<file path="config.mk">
export PLATFORM = sky130hd
export DESIGN_NAME = tis_port_reader_flat
export DESIGN_NICKNAME = d
export VERILOG_FILES = /design/src/rtl/tis_port_reader_if.sv /design/src/rtl/tis_port_reader.sv /design/src/flat_wrapper.sv
export SDC_FILE = /design/constraint.sdc
export NUM_CORES = 1
export LEC_CHECK = 0
export ABC_AREA = 0
export CORE_MARGIN = 8
export CORE_UTILIZATION = 39
export DETAILED_ROUTE_END_ITERATION = 6
export PLACE_DENSITY = 0.87
export SETUP_SLACK_MARGIN = 0.05
export SYNTH_ARGS = -nofsm -noshare
export SYNTH_HDL_FRONTEND = slang
export SYNTH_SLANG_ARGS = --single-unit
</file>
<file path="constraint.sdc">
create_clock -name CLK -period 2.5 [get_ports CLK]
set_input_delay 0.625 -clock CLK [delete_from_list [all_inputs] [get_ports CLK]]
set_output_delay 0.625 -clock CLK [all_outputs]
set_load 0.02 [all_outputs]
</file>
<file path="src/rtl/tis_port_reader_if.sv">
// Bundle of node-side and neighbour-side signals for the TIS-100 port reader.
// The master side is the node plus its four neighbours; the slave side is the reader.
interface tis_port_reader_if #(
  parameter int unsigned WORD_SIZE = 11
);

  // Node request side
  logic                   req;
  logic [2:0]             src;
  logic [WORD_SIZE-1:0]   rdata;
  logic                   rvalid;
  logic                   busy;
  logic [2:0]             last_dir;

  // Neighbour side; bit/slice index 0=LEFT 1=RIGHT 2=UP 3=DOWN
  logic [3:0]             nbr_valid;
  logic [4*WORD_SIZE-1:0] nbr_data;
  logic [3:0]             nbr_ack;

  modport master (
    output req, src, nbr_valid, nbr_data,
    input  nbr_ack, rdata, rvalid, busy, last_dir
  );

  modport slave (
    input  req, src, nbr_valid, nbr_data,
    output nbr_ack, rdata, rvalid, busy, last_dir
  );

endinterface

</file>
<file path="src/rtl/tis_port_reader.sv">
// TIS-100 blocking port reader: stalls the node until the selected neighbour
// offers a word, acks it, returns it registered, and tracks the LAST direction.
module tis_port_reader #(
  parameter int unsigned WORD_SIZE = 11
) (
  input  logic              CLK,
  input  logic              nRST,
  tis_port_reader_if.slave  bus
);

  typedef enum logic [2:0] {
    SRC_NIL   = 3'b000,
    SRC_ACC   = 3'b001,
    SRC_LEFT  = 3'b010,
    SRC_RIGHT = 3'b011,
    SRC_UP    = 3'b100,
    SRC_DOWN  = 3'b101,
    SRC_ANY   = 3'b110,
    SRC_LAST  = 3'b111
  } src_t;

  typedef enum logic {
    ST_IDLE = 1'b0,
    ST_WAIT = 1'b1
  } state_t;

  state_t               r_state,    w_state_nxt;
  src_t                 r_sel,      w_sel_nxt;
  src_t                 r_last_dir, w_last_nxt;
  logic [WORD_SIZE-1:0] r_rdata,    w_rdata_nxt;
  logic                 r_rvalid,   w_rvalid_nxt;

  src_t                 w_src_in;
  logic [WORD_SIZE-1:0] w_words [4];
  logic [1:0]           w_idx;
  logic                 w_match;
  logic                 w_take;
  logic [3:0]           w_ack;

  // Map a bus bit index back to its src_t direction code.
  function automatic src_t idx_to_src(input logic [1:0] idx);
    case (idx)
      2'd0:    return SRC_LEFT;
      2'd1:    return SRC_RIGHT;
      2'd2:    return SRC_UP;
      default: return SRC_DOWN;
    endcase
  endfunction

  // Map a fixed direction code to its bus bit index.
  function automatic logic [1:0] src_to_idx(input src_t s);
    case (s)
      SRC_LEFT:  return 2'd0;
      SRC_RIGHT: return 2'd1;
      SRC_UP:    return 2'd2;
      SRC_DOWN:  return 2'd3;
      default:   return 2'd0;
    endcase
  endfunction

  assign w_src_in = src_t'(bus.src);

  // Split the packed neighbour data bus into per-direction words.
  always_comb begin
    for (int unsigned i = 0; i < 4; i++) begin
      w_words[i] = bus.nbr_data[i*WORD_SIZE +: WORD_SIZE];
    end
  end

  // Resolve which neighbour is being served this cycle; ANY picks the
  // lowest-index offering neighbour so LEFT wins over RIGHT over UP over DOWN.
  always_comb begin
    w_idx   = '0;
    w_match = 1'b0;
    if (r_sel == SRC_ANY) begin
      for (int unsigned i = 0; i < 4; i++) begin
        if (!w_match && bus.nbr_valid[i]) begin
          w_idx   = i[1:0];
          w_match = 1'b1;
        end
      end
    end else begin
      w_idx   = src_to_idx(r_sel);
      w_match = bus.nbr_valid[w_idx];
    end
  end

  // A take only happens while waiting with a live match; reset suppresses it
  // so an aborted read never consumes a neighbour's word.
  assign w_take = (r_state == ST_WAIT) && w_match && nRST;
  assign w_ack  = w_take ? (4'b0001 << w_idx) : '0;

  // Next-state and register-update logic.
  always_comb begin
    w_state_nxt  = r_state;
    w_sel_nxt    = r_sel;
    w_last_nxt   = r_last_dir;
    w_rdata_nxt  = r_rdata;
    w_rvalid_nxt = 1'b0;
    case (r_state)
      ST_IDLE: begin
        if (bus.req) begin
          case (w_src_in)
            SRC_LEFT, SRC_RIGHT, SRC_UP, SRC_DOWN, SRC_ANY: begin
              w_sel_nxt   = w_src_in;
              w_state_nxt = ST_WAIT;
            end
            SRC_LAST: begin
              if (r_last_dir != SRC_NIL) begin
                w_sel_nxt   = r_last_dir;
                w_state_nxt = ST_WAIT;
              end else begin
                w_rdata_nxt  = '0;
                w_rvalid_nxt = 1'b1;
              end
            end
            default: begin
              // NIL and ACC both read as zero without waiting
              w_rdata_nxt  = '0;
              w_rvalid_nxt = 1'b1;
            end
          endcase
        end
      end
      ST_WAIT: begin
        if (w_take) begin
          w_rdata_nxt  = w_words[w_idx];
          w_rvalid_nxt = 1'b1;
          w_state_nxt  = ST_IDLE;
          if (r_sel == SRC_ANY) begin
            w_last_nxt = idx_to_src(w_idx);
          end
        end
      end
      default: begin
        w_state_nxt = ST_IDLE;
      end
    endcase
  end

  // State and output registers with synchronous active-low reset.
  always_ff @(posedge CLK) begin
    if (!nRST) begin
      r_state    <= ST_IDLE;
      r_sel      <= SRC_NIL;
      r_last_dir <= SRC_NIL;
      r_rdata    <= '0;
      r_rvalid   <= 1'b0;
    end else begin
      r_state    <= w_state_nxt;
      r_sel      <= w_sel_nxt;
      r_last_dir <= w_last_nxt;
      r_rdata    <= w_rdata_nxt;
      r_rvalid   <= w_rvalid_nxt;
    end
  end

  assign bus.nbr_ack  = w_ack;
  assign bus.rdata    = r_rdata;
  assign bus.rvalid   = r_rvalid;
  assign bus.busy     = (r_state == ST_WAIT);
  assign bus.last_dir = r_last_dir;

  a_ack_onehot0 : assert property (@(posedge CLK) $onehot0(bus.nbr_ack));
  a_ack_valid   : assert property (@(posedge CLK) (bus.nbr_ack & ~bus.nbr_valid) == 4'b0000);

endmodule

</file>
<file path="src/flat_wrapper.sv">
// flat-port wrapper written by rule: the top's interface ports become plain ports
module tis_port_reader_flat 
#(
  parameter int unsigned WORD_SIZE = 11
)
  (CLK, nRST, bus_req, bus_src, bus_nbr_valid, bus_nbr_data, bus_nbr_ack, bus_rdata, bus_rvalid, bus_busy, bus_last_dir);
  tis_port_reader_if #(.WORD_SIZE(WORD_SIZE)) bus_i ();
  input  logic CLK;
  input  logic nRST;
  input wire logic [$bits(bus_i.req)-1:0] bus_req;
  input wire logic [$bits(bus_i.src)-1:0] bus_src;
  input wire logic [$bits(bus_i.nbr_valid)-1:0] bus_nbr_valid;
  input wire logic [$bits(bus_i.nbr_data)-1:0] bus_nbr_data;
  output wire logic [$bits(bus_i.nbr_ack)-1:0] bus_nbr_ack;
  output wire logic [$bits(bus_i.rdata)-1:0] bus_rdata;
  output wire logic [$bits(bus_i.rvalid)-1:0] bus_rvalid;
  output wire logic [$bits(bus_i.busy)-1:0] bus_busy;
  output wire logic [$bits(bus_i.last_dir)-1:0] bus_last_dir;
  assign bus_i.req = bus_req;
  assign bus_i.src = bus_src;
  assign bus_i.nbr_valid = bus_nbr_valid;
  assign bus_i.nbr_data = bus_nbr_data;
  assign bus_nbr_ack = bus_i.nbr_ack;
  assign bus_rdata = bus_i.rdata;
  assign bus_rvalid = bus_i.rvalid;
  assign bus_busy = bus_i.busy;
  assign bus_last_dir = bus_i.last_dir;
  tis_port_reader #(.WORD_SIZE(WORD_SIZE)) u_core (.CLK(CLK), .nRST(nRST), .bus(bus_i));
endmodule
</file>
==> impl_metrics.csv, run 1 <==
group,metric,value,unit
synthesis,synth.yosys.warnings,0,
synthesis,synth_commonest_cells,"nor2_1 (20), dfxtp_1 (19), nor2b_1 (18)",
setup_path,cp_top_family,"simple AND/OR/NAND/NOR gates",
setup_path,crit_buf_inv,2,
synthesis,yosys_most_used_dff,"dfxtp_1",
pwr,max-vdd-ir-drop,0.1527,mV
layout,fin_util,65.97,%
clock_network,cts_tree,"built",
synthesis,seq_area_frac_synth,21.76,%
timing,setup_violations,0,
clock_network,clock_latency,0.25,ns
clock_network,cts.sinks,19,
die,die_h,82.95,um
setup_path,r2r_start,"u_core.r_sel[2]$_SDFFE_PN0P_",
route,vias,2083,
setup_path,arrival,1.87,ns
clock_network,clock_path_buffers,2,
layout,final_cell_count_no_fill,369,
job,maxCapViolCount,0,
placed_design,dp.final_hpwl,4973,um
setup_path,cpMostUsedCell,"buf_6",
placed_design,portBuffers,73,
synthesis,synth_nets,274,
setup_path,crit_chain,"buf_6, or4_4, and3_4, o21ba_4, nand2_4, nor2_4, buf_6",
die,core_area,0.004324,mm^2
clock_network,root_buffer,"clkbuf_8",
synthesis,synth_area_per_cell,7.945,um^2
setup_path,cp_slowest_cell,"or4_4",
global_route,antenna_found_initial,0,
die,die_area,0.006880,mm^2
timing,clock_skew,0.005158,ns
die,num_rows,24,
layout,n_antenna_cell,0,
min_path,hp-class,"register to register",
route,wl_per_cell,16.99,um
pwr,p_leak,1.200,nW
layout,fillers,389,
setup_path,worstSetupEndpointType,"output port",
layout,regArea,384.1,um^2
layout,drive_gt1_share,23.66,%
setup_path,crit_path_start,"bus_nbr_valid[1]",
synthesis,synth.area.top_cells,"dfxtp_1 (22%), o221ai_2 (8.6%), nor2b_1 (6.4%), mux2i_1 (6.3%), nand2b_1 (6.1%)",
timing,tightest_slew,0.7330,ns
layout,final_nets,372,
clock_network,h-tree-depth,1,
clock_network,cts_made_buffers,3,
synthesis,synth-async-reset-ratio,0,%
layout,synthToLayoutAreaGrowth,63.21,%
setup_path,cpPeakStageDelay,0.51,ns
route,antenna_left,0,
synthesis,synth_top_cell_area_share,21.76,%
global_route,grt_max_degree,21,
synthesis,synth_edf_count,0,
global_route,grt_usage,17.27,%
timing,holdWs,0.5052,ns
synthesis,yosysTopAreaCell,"dfxtp_1",
setup_path,critical_path_class,"primary input to output port",
setup_path,cp_max_fo,3,
timing,slew_headroom,50.95,%
timing,rsz0062_at_grt,"yes",
synthesis,yosysMostFrequentCell,"nor2_1",
route,viasPerCell,5.645,
placed_design,place_inst,361,
global_route,grt_pass1_vias,2098,
timing,final_hold_viol_count,0,
synthesis,syn_area,0.001748,mm^2
die,fp.dieW,82.95,um
die,start_util,40.42,%
route,drc,0,
timing,finalMaxSlewViolations,0,
timing,fin_crit_sh,99.83,%
route,dr.first_iter.drc_count,119,
status,status,"completed",
placed_design,gp_congestion,0.9190,
route,dr.pass1.iters,5,
pwr,p_per_area,296.2,mW/mm^2
die,ios,74,
timing,layout_min_cycle_time,2.496,ns
clock_network,path_clk_slew,0.07,ns
synthesis,syn_inst,220,
route,routed_wirelength,6269,um
setup_path,critical_path_required,1.88,ns
setup_path,startpoint_type,"primary input",
global_route,grt_pass1_wl,10270,um
layout,multi_input_area,0.001294,mm^2
synthesis,synth-seq-cells,19,
synthesis,yosysUniqueCellTypes,40,
global_route,gr-total-overflow,0,
min_path,hp-start,"u_core.bus.rdata[6]$_SDFFE_PN0P_",
timing,max_freq,0.4007,GHz
==> path summary, 6_finish.rpt <==
path,to,slack [ns],depth (start not counted)
worst min-delay path,u_core.bus.rdata[6]$_SDFFE_PN0P_,0.51,1
worst min register to register,u_core.bus.rdata[6]$_SDFFE_PN0P_,0.51,1
worst max-delay path,bus_nbr_ack[1],0.004,7
worst max register to register,u_core.bus.rdata[7]$_SDFFE_PN0P_,0.32,6
==> cell usage in the layout (no fill, tap or decap), types with 3 or more instances in the layout <==
cell,Yosys,layout
a211oi_1,11,11
a21o_1,4,4
a21oi_1,6,5
buf_2,3,4
buf_4,0,37
buf_6,2,4
clkbuf_8,0,3
clkdlybuf4s50_1,0,64
dfxtp_1,19,16
dfxtp_2,0,3
inv_1,13,13
mux2i_1,11,11
nand2_1,7,6
nand2b_1,17,17
nor2_1,20,17
nor2b_1,18,18
o2111ai_1,11,11
o211a_1,10,10
o211ai_1,4,4
o21a_1,3,3
o21ai_0,12,12
o221ai_2,10,10
==> metrics by stage <==
stage	TNS [ns]	area (um^2)	setup WS [ns]	total power, mW
finish	0	2853	0.004270	0.8451
global placement	-7.247	2764	-0.8418	0.6308
CTS	-0.01553	2831	-0.01387	0.8453
detailed placement	-7.914	2764	-0.8738	0.6368
floorplan	0	1799	0.03070	0.4644
global route	-0.01468	2853	-0.009520	0.8829
==> worst register-to-register path: cells and delay by family (launching register included) <==
kind | cells | cell delay (ns)
compound gates | 3 | 0.59
buf+inv | 1 | 0.20
flops | 1 | 0.39
simple gates | 2 | 0.92
==> registers in the layout, summed over array words and instances (netlist names) <==
name and flops:
u_core.bus.rdata 11, u_core.r_sel 3, u_core.bus.last_dir 3, u_core.bus.rvalid 1, u_core.bus.busy 1
==> kinds of logic after synthesis <==
family,share of synthesized area [%]
and+or+nand+nor,24.77
DFF,21.76
buffers and inverters,7.945
AOI/OAI and AO/OA,39.23
muxes,6.299
==> layer usage <==
layer	up-vias	track usage (%)	part of all wire, %
li1	1014	-	-
met1	995	21.57	44
met2	68	29.42	49
met3	6	2.246	5.0
met4	0	5.911	1.8
met5	-	0	0
==> report_power, final <==
part,internal [mW],switching (mW),total (mW)
logic,0.174,0.137,0.311
clock network,0.113,0.0940,0.207
registers,0.315,0.0116,0.327
==> timing repair <==
| item | 4_1_cts | 5_1_grt |
|---|---|---|
| pin swaps | 5 | 1 |
| endpoints found under the setup margin | 14 | 6 |
| buffers inserted | 2 | 2 |
| gates resized for setup | 46 | 2 |
| hold buffers | 0 | 0 |
==> layout make-up <==
class,instances,share of cell area (%)
sequential,19,13.46
multi-input combinational,169,45.35
timing repair buffer,111,35.48
inverter,14,1.842
clock buffer,4,1.579
tap,52,2.281
No activity file was read; power rests on OpenSTA's default activity.
==> inputs of run 2 (changes only) <==
SETUP_SLACK_MARGIN = unset   (was 0.05)
==> impl_metrics.csv, run 2 (same netlist as run 1, synthesis figures left out) <==
group,metric,value,unit
global_route,grt_max_degree,13,
global_route,grt_usage,17.87,%
layout,layout_commonest_cell,"clkdlybuf4s50_1",
layout,fillers,368,
global_route,gr-total-overflow,0,
timing,layout_min_cycle_time,2.504,ns
placed_design,portBuffers,73,
route,vias,2109,
global_route,grt_pass1_wl,10550,um
timing,final_hold_viol_count,0,
setup_path,critical_path_class,"primary input to output port",
status,status,"finished, violations left",
job,maxCapViolCount,0,
clock_network,clock_latency,0.25,ns
pwr,p_leak,1.220,nW
route,wl_per_cell,16.90,um
timing,clock_skew,0.002398,ns
clock_network,cts_tree,"built",
global_route,antenna_found_initial,0,
setup_path,arrival,1.88,ns
timing,setup_slack,-0.003779,ns
die,core_area,0.004324,mm^2
min_path,hp-class,"register to register",
pwr,power,853.7,uW
layout,drive_gt1_share,24.92,%
route,drc,0,
die,start_util,40.42,%
timing,setup_tns,-0.003779,ns
timing,rsz0062_at_grt,"yes",
layout,regArea,382.9,um^2
die,die_h,82.95,um
clock_network,cts_made_buffers,3,
placed_design,place_ws,-0.8462,ns
setup_path,cp_max_fo,3,
die,die_area,0.006880,mm^2
route,viasPerCell,5.654,
clock_network,cts_hold_repair.buffers,0,
die,ios,74,
die,num_rows,24,
layout,final_nets,376,
die,fp.dieW,82.95,um
clock_network,clock_path_buffers,2,
route,routed_wirelength,6305,um
placed_design,dp.final_hpwl,4957,um
timing,tightest_slew,0.7383,ns
timing,finalMaxSlewViolations,0,
clock_network,cts.sinks,19,
global_route,grt_pass1_vias,2174,
timing,slew_headroom,50.60,%
setup_path,worstSetupEndpointType,"output port",
layout,synthToLayoutAreaGrowth,64.85,%
route,antenna_left,0,
timing,fin_crit_sh,100.2,%
timing,setup_violations,1,
route,dr.first_iter.drc_count,155,
clock_network,path_clk_slew,0.07,ns
placed_design,gp_congestion,0.9190,
pwr,p_per_area,296.3,mW/mm^2
setup_path,critical_path_required,1.88,ns
route,dr.pass1.iters,4,
clock_network,root_buffer,"clkbuf_8",
clock_network,h-tree-depth,1,
timing,max_freq,0.3994,GHz
pwr,max-vdd-ir-drop,0.1454,mV
layout,largest_register_ff_count,11,
layout,final_cell_mix,"clkdlybuf4s50_1 (64), buf_4 (42), nor2b_1 (18)",
status,violations,"setup timing",
layout,n_antenna_cell,0,
setup_path,startpoint_type,"primary input",
layout,multi_input_area,0.001297,mm^2
## run 2: timing repair
item / CTS / global route
pin swaps: 7 / 3
setup buffers: 6 / 1
hold endpoints to repair: 0 / 0
setup endpoints to repair: 14 / 5
gates resized for setup: 47 / 5
## run 2: metrics by stage
stage	cells	util [%]	hold slack [ns]	area, um^2
2_1_floorplan	220	-	0.5550	1773
3_3_place_gp	362	63.63	0.4887	2751
3_5_place_dp	362	63.63	0.4984	2751
4_1_cts	372	66.03	0.5081	2855
5_1_grt	373	66.64	0.5404	2882
6_report	373	66.64	0.5095	2882
## run 2: worst paths after layout
check	from	to	slack [ns]	depth (start not counted)
setup / recovery	bus_nbr_valid[3]	bus_nbr_ack[0]	-0.004	7
hold / removal	u_core.bus.rdata[5]$_SDFFE_PN0P_	u_core.bus.rdata[5]$_SDFFE_PN0P_	0.51	2
setup reg to reg	u_core.r_sel[1]$_SDFFE_PN0P_	u_core.bus.rdata[8]$_SDFFE_PN0P_	0.18	9
hold reg to reg	u_core.bus.rdata[5]$_SDFFE_PN0P_	u_core.bus.rdata[5]$_SDFFE_PN0P_	0.51	2
## run 2: metal layers
metal,vias up,track usage [%],wire length [um]
li1,1026,-,-
met1,992,20.79,2557
met2,79,31.33,3229
met3,12,3.027,365
met4,0,7.348,153
met5,-,0,0
## run 2: report_power, final
| group | internal [mW] | leakage, nW | switching (mW) |
|---|---|---|---|
| Sequential | 0.315 | 0.155 | 0.0101 |
| Clock | 0.113 | 0.0228 | 0.0969 |
| Combinational | 0.178 | 1.04 | 0.141 |
## run 2: layout make-up
type | instances | share of cell area, %
Clock buffer | 4 | 1.563
Inverter | 14 | 1.824
Tap cell | 52 | 2.258
Sequential cell | 19 | 13.29
Timing Repair Buffer | 115 | 36.04
Multi-Input combinational cell | 169 | 45.03
## run 2: critical path: stages
cell,delay (ns)
buf_6,0.09
or4_4,0.52
and3_4,0.17
o21ba_4,0.20
nand2_4,0.10
nor2_4,0.04
buf_6,0.12
==> inputs of run 3 (changes only) <==
--- a/config.mk
+++ b/config.mk
@@ -7,5 +7,4 @@
 export LEC_CHECK = 0
 export ABC_AREA = 0
-export CORE_MARGIN = 8
 export CORE_UTILIZATION = 39
 export DETAILED_ROUTE_END_ITERATION = 6
==> constraint.sdc (replaced) <==
create_clock -name CLK -period 2.5 [get_ports CLK]
set_input_delay 0.5 -clock CLK [delete_from_list [all_inputs] [get_ports CLK]]
set_output_delay 0.5 -clock CLK [all_outputs]
set_load 0.02 [all_outputs]
==> impl_metrics.csv, run 3 (same netlist as run 1, synthesis figures left out) <==
group,metric,value,unit
timing,rsz0062_at_grt,"no",
setup_path,arrival,1.94,ns
layout,fin_area,0.002753,mm^2
clock_network,cts_made_buffers,3,
die,die_area,0.004753,mm^2
timing,holdWs,0.5076,ns
die,ios,74,
layout,n_antenna_cell,0,
global_route,grt.busiest_layer,"met2",
route,wl_per_cell,15.29,um
global_route,gr-total-overflow,0,
clock_network,root_buffer,"clkbuf_8",
global_route,grt_use_met1,29.60,%
min_path,hp-class,"register to register",
timing,layout_min_cycle_time,2.444,ns
timing,clock_skew,0.002379,ns
clock_network,h-tree-depth,1,
pwr,p_leak,1.157,nW
global_route,grt_usage,23.54,%
clock_network,cts_tree,"built",
pwr,p_per_area,306.4,mW/mm^2
global_route,grt_max_degree,14,
route,antenna_left,0,
setup_path,reg2reg_slack,0.22,ns
clock_network,cts_hold_repair.buffers,0,
layout,layout_commonest_cell,"clkdlybuf4s50_1",
placed_design,place_area,0.002691,mm^2
route,dr.first_iter.drc_count,158,
die,core_area,0.004144,mm^2
clock_network,clock_path_buffers,2,
timing,finalMaxSlewViolations,0,
layout,drive_gt1_share,18.71,%
status,status,"completed",
global_route,grtUsageMet3,2.632,%
route,dr.pass1.iters,4,
placed_design,place_ws,-0.6060,ns
timing,final_hold_viol_count,0,
timing,fin_crit_sh,97.74,%
setup_path,cp_max_fo,5,
clock_network,cts.sinks,19,
setup_path,critical_path_required,2.00,ns
route,routed_wirelength,5505,um
layout,fin_util,66.43,%
setup_path,startpoint_type,"primary input",
timing,max_freq,0.4092,GHz
die,num_rows,23,
global_route,grt_pass1_wl,8397,um
layout,synthToLayoutAreaGrowth,57.48,%
timing,setup_violations,0,
die,die_h,68.95,um
global_route,grt_pass1_vias,1866,
setup_path,worstSetupEndpointType,"output port",
timing,tightest_slew,0.6865,ns
route,drc,0,
placed_design,portBuffers,73,
placed_design,dp.final_hpwl,4250,um
clock_network,clock_latency,0.26,ns
timing,setup_tns,0,ns
placed_design,gp_congestion,0.9449,
global_route,antenna_found_initial,0,
layout,largest_register_ff_count,11,
clock_network,path_clk_slew,0.07,ns
setup_path,critical_path_class,"primary input to output port",
pwr,max-vdd-ir-drop,0.1641,mV
job,maxCapViolCount,0,
layout,final_nets,365,
timing,slew_headroom,54.06,%
die,start_util,42.18,%
die,fp.dieW,68.95,um
route,viasPerCell,5.725,
timing,setup_slack,0.05645,ns
layout,final_cell_mix,"clkdlybuf4s50_1 (65), buf_4 (33), nor2_1 (19), dfxtp_1 (19), nor2b_1 (18)",
route,vias,2061,
global_route,grt.met2_usage,40.05,%
==> run 3: cell count changes in the layout (fill, tap and decap cells not counted), sizes merged <==
cell,previous run,this run
clkdlybuf4s50,64,65
clkinv,0,1
buf,50,34
clkbuf,4,3
dlygate4sd2,1,4
clkdlybuf4s15,0,1
==> run 3: path summary, 6_finish.rpt <==
kind                                                           from                                   to  depth (start not counted)
worst max-delay path                               bus_nbr_valid[3]                       bus_nbr_ack[2]                          7
worst max register to register         u_core.r_sel[2]$_SDFFE_PN0P_    u_core.bus.rdata[10]$_SDFFE_PN0P_                          7
worst min-delay path            u_core.bus.last_dir[0]$_SDFFE_PN0P_  u_core.bus.last_dir[0]$_SDFFE_PN0P_                          2
worst min register to register  u_core.bus.last_dir[0]$_SDFFE_PN0P_  u_core.bus.last_dir[0]$_SDFFE_PN0P_                          2
==> run 3: report_power, final <==
part | internal (mW) | total (mW) | leakage [nW] | switching [mW]
registers | 0.314 | 0.326 | 0.154 | 0.0113
clock network | 0.111 | 0.220 | 0.0255 | 0.109
logic | 0.165 | 0.297 | 0.978 | 0.132
total | 0.591 | 0.843 | 1.16 | 0.252
==> run 3: worst max-delay path: stages <==
cell             delay, ns
dlygate4sd2_1         0.24
buf_4                 0.15
or2_1                 0.25
a41oi_2               0.29
buf_4                 0.21
nor3_2                0.05
clkdlybuf4s15_2       0.24
==> run 3: layout make-up <==
cell class	instances	area, um^2
fillers	343	1391
well taps	50	62.56
clock buffers	3	41.29
inverters	14	52.55
repair buffers	104	949.7
flip-flops and latches	19	380.4
clock inverters	1	5.005
multi-input cells	169	1261
==> run 3: timing repair <==
| item | 4_1_cts | 5_1_grt |
|---|---|---|
| pin swaps | 3 | 0 |
| endpoints found under the setup margin | 14 | 2 |
| gates resized for setup | 25 | 2 |
| buffers inserted | 1 | 0 |
==> run 3: routing by layer <==
metal  wire length (um)  up-vias  part of all wire, %
li1                   -     1007                    -
met2               2742       80                   50
met1               2356      963                   43
met5                  0        -                    0
met4                 88        0                  1.6
met3                318       11                  5.8
==> run 3: per-stage QoR <==
stage / std cells / power (mW)
after floorplan: 220 / 0.4599
after global placement: 355 / 0.6188
after detailed placement: 355 / 0.6249
after CTS: 360 / 0.8387
after global routing: 360 / 0.8791
final: 360 / 0.8434
